[config.mk]
export PLATFORM = sky130hd
export DESIGN_NAME = seg7_scan_ctrl
export DESIGN_NICKNAME = d
export VERILOG_FILES = /design/src/rtl/seg7_scan_ctrl.sv
export SDC_FILE = /design/constraint.sdc
export NUM_CORES = 1
export LEC_CHECK = 0
export ABC_AREA = 1
export CAP_MARGIN = 10
export CORE_MARGIN = 2
export CORE_UTILIZATION = 60
export CTS_BUF_LIST = sky130_fd_sc_hd__clkbuf_4 sky130_fd_sc_hd__clkbuf_8 sky130_fd_sc_hd__clkbuf_16
export DETAILED_ROUTE_END_ITERATION = 12
export PLACE_DENSITY = 0.83
export SYNTH_ARGS = -nofsm -noshare
export SYNTH_HDL_FRONTEND = slang
export SYNTH_SLANG_ARGS = --single-unit
export TNS_END_PERCENT = 100
[constraint.sdc]
create_clock -name clk -period 4.4 [get_ports clk]
set_clock_uncertainty 0.1 [all_clocks]
set_input_delay 0.88 -clock clk [delete_from_list [all_inputs] [get_ports clk]]
set_output_delay 0.88 -clock clk [all_outputs]
set_load 0.01 [all_outputs]
[src/rtl/seg7_scan_ctrl.sv]
// Time-multiplexed 7-segment scan controller. Holds a frame-coherent copy of
// the displayed value, walks the digits with a blanking gap between them, and
// drives the shared BCD converter plus active-low anode / decimal-point pins.
module seg7_scan_ctrl #(
    parameter int NUM_DIGITS = 4,
    parameter int DIV        = 50000,
    parameter int BLANK_CYC  = 16
) (
    input  logic                          clk,
    input  logic                          rst_n,
    input  logic                          enable,
    input  logic                          lz_en,
    input  logic [4*NUM_DIGITS-1:0]       value_in,
    input  logic [NUM_DIGITS-1:0]         dp_in,
    input  logic                          load,
    output logic                          load_ack,
    output logic [3:0]                    bcd,
    output logic [NUM_DIGITS-1:0]         an,
    output logic                          dp_n,
    output logic [$clog2(NUM_DIGITS)-1:0] digit_idx,
    output logic                          frame_tick
);

    localparam int IDX_W   = $clog2(NUM_DIGITS);
    localparam int CNT_MAX = (DIV > BLANK_CYC) ? DIV : BLANK_CYC;
    localparam int CNT_W   = $clog2(CNT_MAX);

    localparam logic [IDX_W-1:0] LAST_IDX  = IDX_W'(NUM_DIGITS - 1);
    localparam logic [CNT_W-1:0] DIV_END   = CNT_W'(DIV - 1);
    localparam logic [CNT_W-1:0] BLANK_END = CNT_W'(BLANK_CYC - 1);

    typedef enum logic [1:0] {
        S_IDLE  = 2'd0,
        S_BLANK = 2'd1,
        S_DRIVE = 2'd2
    } state_t;

    state_t                    state, state_d;
    logic [IDX_W-1:0]          idx, idx_d;
    logic [CNT_W-1:0]          cnt, cnt_d;
    logic                      boundary;

    logic [4*NUM_DIGITS-1:0]   active_val, active_val_d;
    logic [NUM_DIGITS-1:0]     active_dp, active_dp_d;
    logic [4*NUM_DIGITS-1:0]   shadow_val;
    logic [NUM_DIGITS-1:0]     shadow_dp;
    logic                      pending, pending_d;
    logic                      ack_d;

    logic [NUM_DIGITS-1:0]     sup;
    logic                      all_zero;
    logic [NUM_DIGITS-1:0]     an_d;
    logic                      dp_n_d;
    logic [3:0]                bcd_d;

    // Scan sequencing: dead-time, drive window, digit stepping, frame boundary.
    always_comb begin
        // NOTE: every combinational output gets a default first so no path leaves it unassigned (no latch).
        state_d  = state;
        idx_d    = idx;
        cnt_d    = cnt;
        boundary = 1'b0;
        if (!enable) begin
            state_d = S_IDLE;
            idx_d   = '0;
            cnt_d   = '0;
        end else begin
            case (state)
                S_IDLE: begin
                    state_d = S_BLANK;
                    idx_d   = '0;
                    cnt_d   = '0;
                end
                S_BLANK: begin
                    if (cnt == BLANK_END) begin
                        state_d = S_DRIVE;
                        cnt_d   = '0;
                    end else begin
                        cnt_d = cnt + CNT_W'(1);
                    end
                end
                S_DRIVE: begin
                    if (cnt == DIV_END) begin
                        state_d = S_BLANK;
                        cnt_d   = '0;
                        if (idx == LAST_IDX) begin
                            idx_d    = '0;
                            boundary = 1'b1;
                        end else begin
                            idx_d = idx + IDX_W'(1);
                        end
                    end else begin
                        cnt_d = cnt + CNT_W'(1);
                    end
                end
                default: begin
                    state_d = S_IDLE;
                    idx_d   = '0;
                    cnt_d   = '0;
                end
            endcase
        end
    end

    // Load handshake: promote shadow (or a same-cycle load) at the boundary or while idle.
    always_comb begin
        active_val_d = active_val;
        active_dp_d  = active_dp;
        pending_d    = pending;
        ack_d        = 1'b0;
        if (boundary) begin
            if (load) begin
                active_val_d = value_in;
                active_dp_d  = dp_in;
            end else if (pending) begin
                active_val_d = shadow_val;
                active_dp_d  = shadow_dp;
            end
            ack_d     = load | pending;
            pending_d = 1'b0;
        end else begin
            if (state == S_IDLE && pending) begin
                active_val_d = shadow_val;
                active_dp_d  = shadow_dp;
                ack_d        = 1'b1;
                pending_d    = 1'b0;
            end
            if (load) begin
                pending_d = 1'b1;
            end
        end
    end

    // Leading-zero mask: a digit is dark if it and everything above it is zero (digit 0 never).
    always_comb begin
        all_zero = 1'b1;
        sup      = '0;
        for (int k = NUM_DIGITS - 1; k >= 0; k--) begin
            all_zero = all_zero & (active_val_d[4*k +: 4] == 4'd0);
            sup[k]   = lz_en & all_zero & (k != 0);
        end
    end

    // Next values of the pin outputs, derived from the next state so the pins are registered.
    always_comb begin
        an_d   = '1;
        dp_n_d = 1'b1;
        bcd_d  = bcd;
        if (state_d == S_DRIVE && !sup[idx_d]) begin
            an_d[idx_d] = 1'b0;
            dp_n_d      = ~active_dp_d[idx_d];
        end
        // Nibble only moves on BLANK entry so it is steady across the whole drive window.
        if (state_d == S_BLANK && state != S_BLANK) begin
            bcd_d = active_val_d[4*idx_d +: 4];
        end
    end

    // State, value and output registers; everything returns to reset values asynchronously.
    always_ff @(posedge clk or negedge rst_n) begin
        if (!rst_n) begin
            state      <= S_IDLE;
            idx        <= '0;
            cnt        <= '0;
            active_val <= '0;
            active_dp  <= '0;
            shadow_val <= '0;
            shadow_dp  <= '0;
            pending    <= 1'b0;
            an         <= '1;
            dp_n       <= 1'b1;
            bcd        <= 4'd0;
            load_ack   <= 1'b0;
            frame_tick <= 1'b0;
        end else begin
            // NOTE: non-blocking assignments so every register samples pre-edge values.
            state      <= state_d;
            idx        <= idx_d;
            cnt        <= cnt_d;
            active_val <= active_val_d;
            active_dp  <= active_dp_d;
            pending    <= pending_d;
            if (load) begin
                shadow_val <= value_in;
                shadow_dp  <= dp_in;
            end
            an         <= an_d;
            dp_n       <= dp_n_d;
            bcd        <= bcd_d;
            load_ack   <= ack_d;
            frame_tick <= boundary;
        end
    end

    assign digit_idx = idx;

endmodule

==> impl_metrics.tcl <==
set metrics [dict create \
    drtPass1Iterations 7 \
    synthToLayoutAreaGrowth_pct 13.9 \
    io_buffers 37 \
    max_slew_margin_pct 36.4 \
    netlist_top_cells_count "nand2_1, dfrtp_1, inv_1, nor2_1, o21ai_0" \
    grt_pass1_wl_um 17500 \
    synthCells 585 \
    wl_um 10600 \
    antennaDiodeCount 0 \
    drc 0 \
    slowest_delay_ns 0.49 \
    crit_arrival_ns 3.18 \
    crit_type "reg2reg" \
    cp-end-kind "register" \
    routabilityCongestion 0.900 \
    die_width_um 88.4 \
    die_area_um2 7810 \
    netlist_area_um2 4270 \
    fin_setup_tns_ns 0 \
    crit_top_cell "nand2_1" \
    post-cts-setup-buffers 0 \
    yosysWarnings 0 \
    cts_tree "built" \
    htreeDepth 3 \
    placed_area_um2 4640 \
    irDropWorstVdd_mv 0.179 \
    insertion_delay_ns 0.35 \
    synth.most_common_cell "nand2_1" \
    cts_buffer_depth 2 \
    synth_fp_nets 616 \
    cp_slowest_cell "ha_1" \
    seq_area_frac_synth_pct 42.3 \
    drt_iter0_drc 333 \
    hold_violations 0 \
    cts_hold_buffers 0 \
    fmax_ghz 0.331 \
    root_buffer "clkbuf_8" \
    antenna_found_initial 0 \
    ys.flop_type "dfrtp_1" \
    worstPathMaxFanout 22 \
    core_area_um2 6830 \
    drive_above_1_share_pct 10.7 \
    grt_pass1_vias 3810 \
    crit_family "simple AND/OR/NAND/NOR gates" \
    antenna_left 0 \
    rsz0062_at_grt "false" \
    wl_per_cell_um 14.8 \
    yosysTopAreaCellShare_pct 39.3 \
    worstMarginPinSlew_ns 0.954 \
    row_count 30 \
    cts_buffers 9 \
    leakagePower_nw 2.42 \
    initial_core_util_pct 62.5 \
    finalNetCount 645 \
    maxSlewViolCount 0 \
    ioPinCount 38 \
    hpwl_um 7470 \
    synth-async-reset-ratio_pct 100 \
    worstSetupStartpointType "register" \
    maxCapViolCount 0 \
    outcome "completed" \
    path_buf_inv 2 \
    grt_max_degree 41 \
    yosys_register_bits 72 \
    power_density_nw_per_um2 344 \
    synth_area_leaders "dfrtp_1, nand2_1, o21ai_0, inv_1, nand3_1" \
    fp.dieH_um 88.4 \
    cp_cell_sequence "inv_1 -> ha_1 -> nand2_1 -> buf_4 -> o21ai_0 -> nand2_1 -> nand2_1 -> nor2_1 -> nand2_1 -> nand2_1 -> nand2_1 -> nand2_1 -> nand2_2 -> nand3_1" \
    gr-total-overflow 0 \
    period_minus_slack_ns 3.02 \
    gr-usage-all-layers_pct 29.2 \
    synth_area_leader_cell "dfrtp_1" \
    vias 3960 \
    synth_edf_count 0 \
    holdCritPathClass "reg2reg" \
    finalSetupViolations 0 \
    viasPerCell 5.54 \
    postLayoutCellArea_um2 4860 \
    clk_pin_slew_ns 0.07 \
    crit_required_ns 4.56 \
    synth_cell_types 37 \
    ctsResizeCount 0 \
    period_share_pct 68.6 \
    cts.sink_count 72 \
    synth.avg_cell_area_um2 7.30 \
]
layer usage:
layer	routed length (um)	up-vias	share of wire (%)	global-route usage (%)
met5	0	-	0	0
met4	214	0	2.0	10.2
met3	636	25	6.0	3.82
met2	5330	160	50	51.3
met1	4400	1874	42	37.2
li1	-	1901	-	-
power by group:
group / switching [mW] / total [mW] / internal [mW]
clock network: 0.252 / 0.598 / 0.346
logic: 0.193 / 0.312 / 0.118
registers: 0.0414 / 0.763 / 0.722
total: 0.487 / 1.67 / 1.19
through the flow:
stage / hold WS (ns) / util [%] / cells / setup slack, ns / total power, mW
finish: 0.371 / 71.2 / 715 / 1.38 / 1.67
global route: 0.396 / 71.2 / 715 / 1.14 / 1.75
CTS: 0.377 / 71.2 / 715 / 1.43 / 1.66
detailed placement: 0.361 / 67.9 / 699 / 1.06 / 1.08
global placement: 0.351 / 67.9 / 699 / 1.14 / 1.06
floorplan: 0.333 / - / 585 / 2.19 / 0.960
layout by cell type (no fill, tap or decap), types with 3 or more instances in the layout:
master and instances:
nand2_1 177, clkinv_1 3, o21ai_0 51, xor2_1 5
nand2_2 12, a21boi_0 5, inv_1 61, dfstp_2 5
a21oi_1 8, o21ai_1 18, inv_2 4, clkdlybuf4s50_1 36
dfrtp_1 67, ha_1 6, nor2_2 6, nor3_2 3
buf_4 4, nor2_1 53, clkbuf_8 10, nor2_4 6
nand3_1 45, nor3_1 7
final timing paths:
kind	start	end	slack (ns)	cells after the start
setup / recovery	state[0]	an[0]	1.38	14
hold / removal	cnt[0]	cnt[0]	0.37	1
setup reg to reg	state[0]	an[0]	1.38	14
hold reg to reg	cnt[0]	cnt[0]	0.37	1
max in group asynchronous	rst_n	an[3]	2.61	2
min in group asynchronous	rst_n	shadow_val[2]	0.57	1
cell type report:
cell class / count / area (um^2)
flip-flops and latches: 72 / 1810
multi-input cells: 420 / 2050
clock inverters: 4 / 70.1
inverters: 70 / 268
well taps: 96 / 120
clock buffers: 12 / 153
fillers: 553 / 1970
repair buffers: 41 / 395
kinds of logic after synthesis:
family / Yosys count / synth area share (%)
and+or+nand+nor: 319 / 33.5
buffers and inverters: 93 / 9.70
AOI/OAI and AO/OA: 89 / 11.5
DFF: 72 / 42.3
adders and majority gates: 6 / 1.76
xor gates and xnor gates: 6 / 1.23
sequential cells by signal (all words and copies together), names as in the netlist:
register	flops
active_dp	4
active_val	16
an	4
bcd	4
cnt	16
digit_idx	2
dp_n	1
frame_tick	1
load_ack	1
pending	1
shadow_dp	4
shadow_val	16
state	2
No activity file was read; power rests on OpenSTA's default activity.
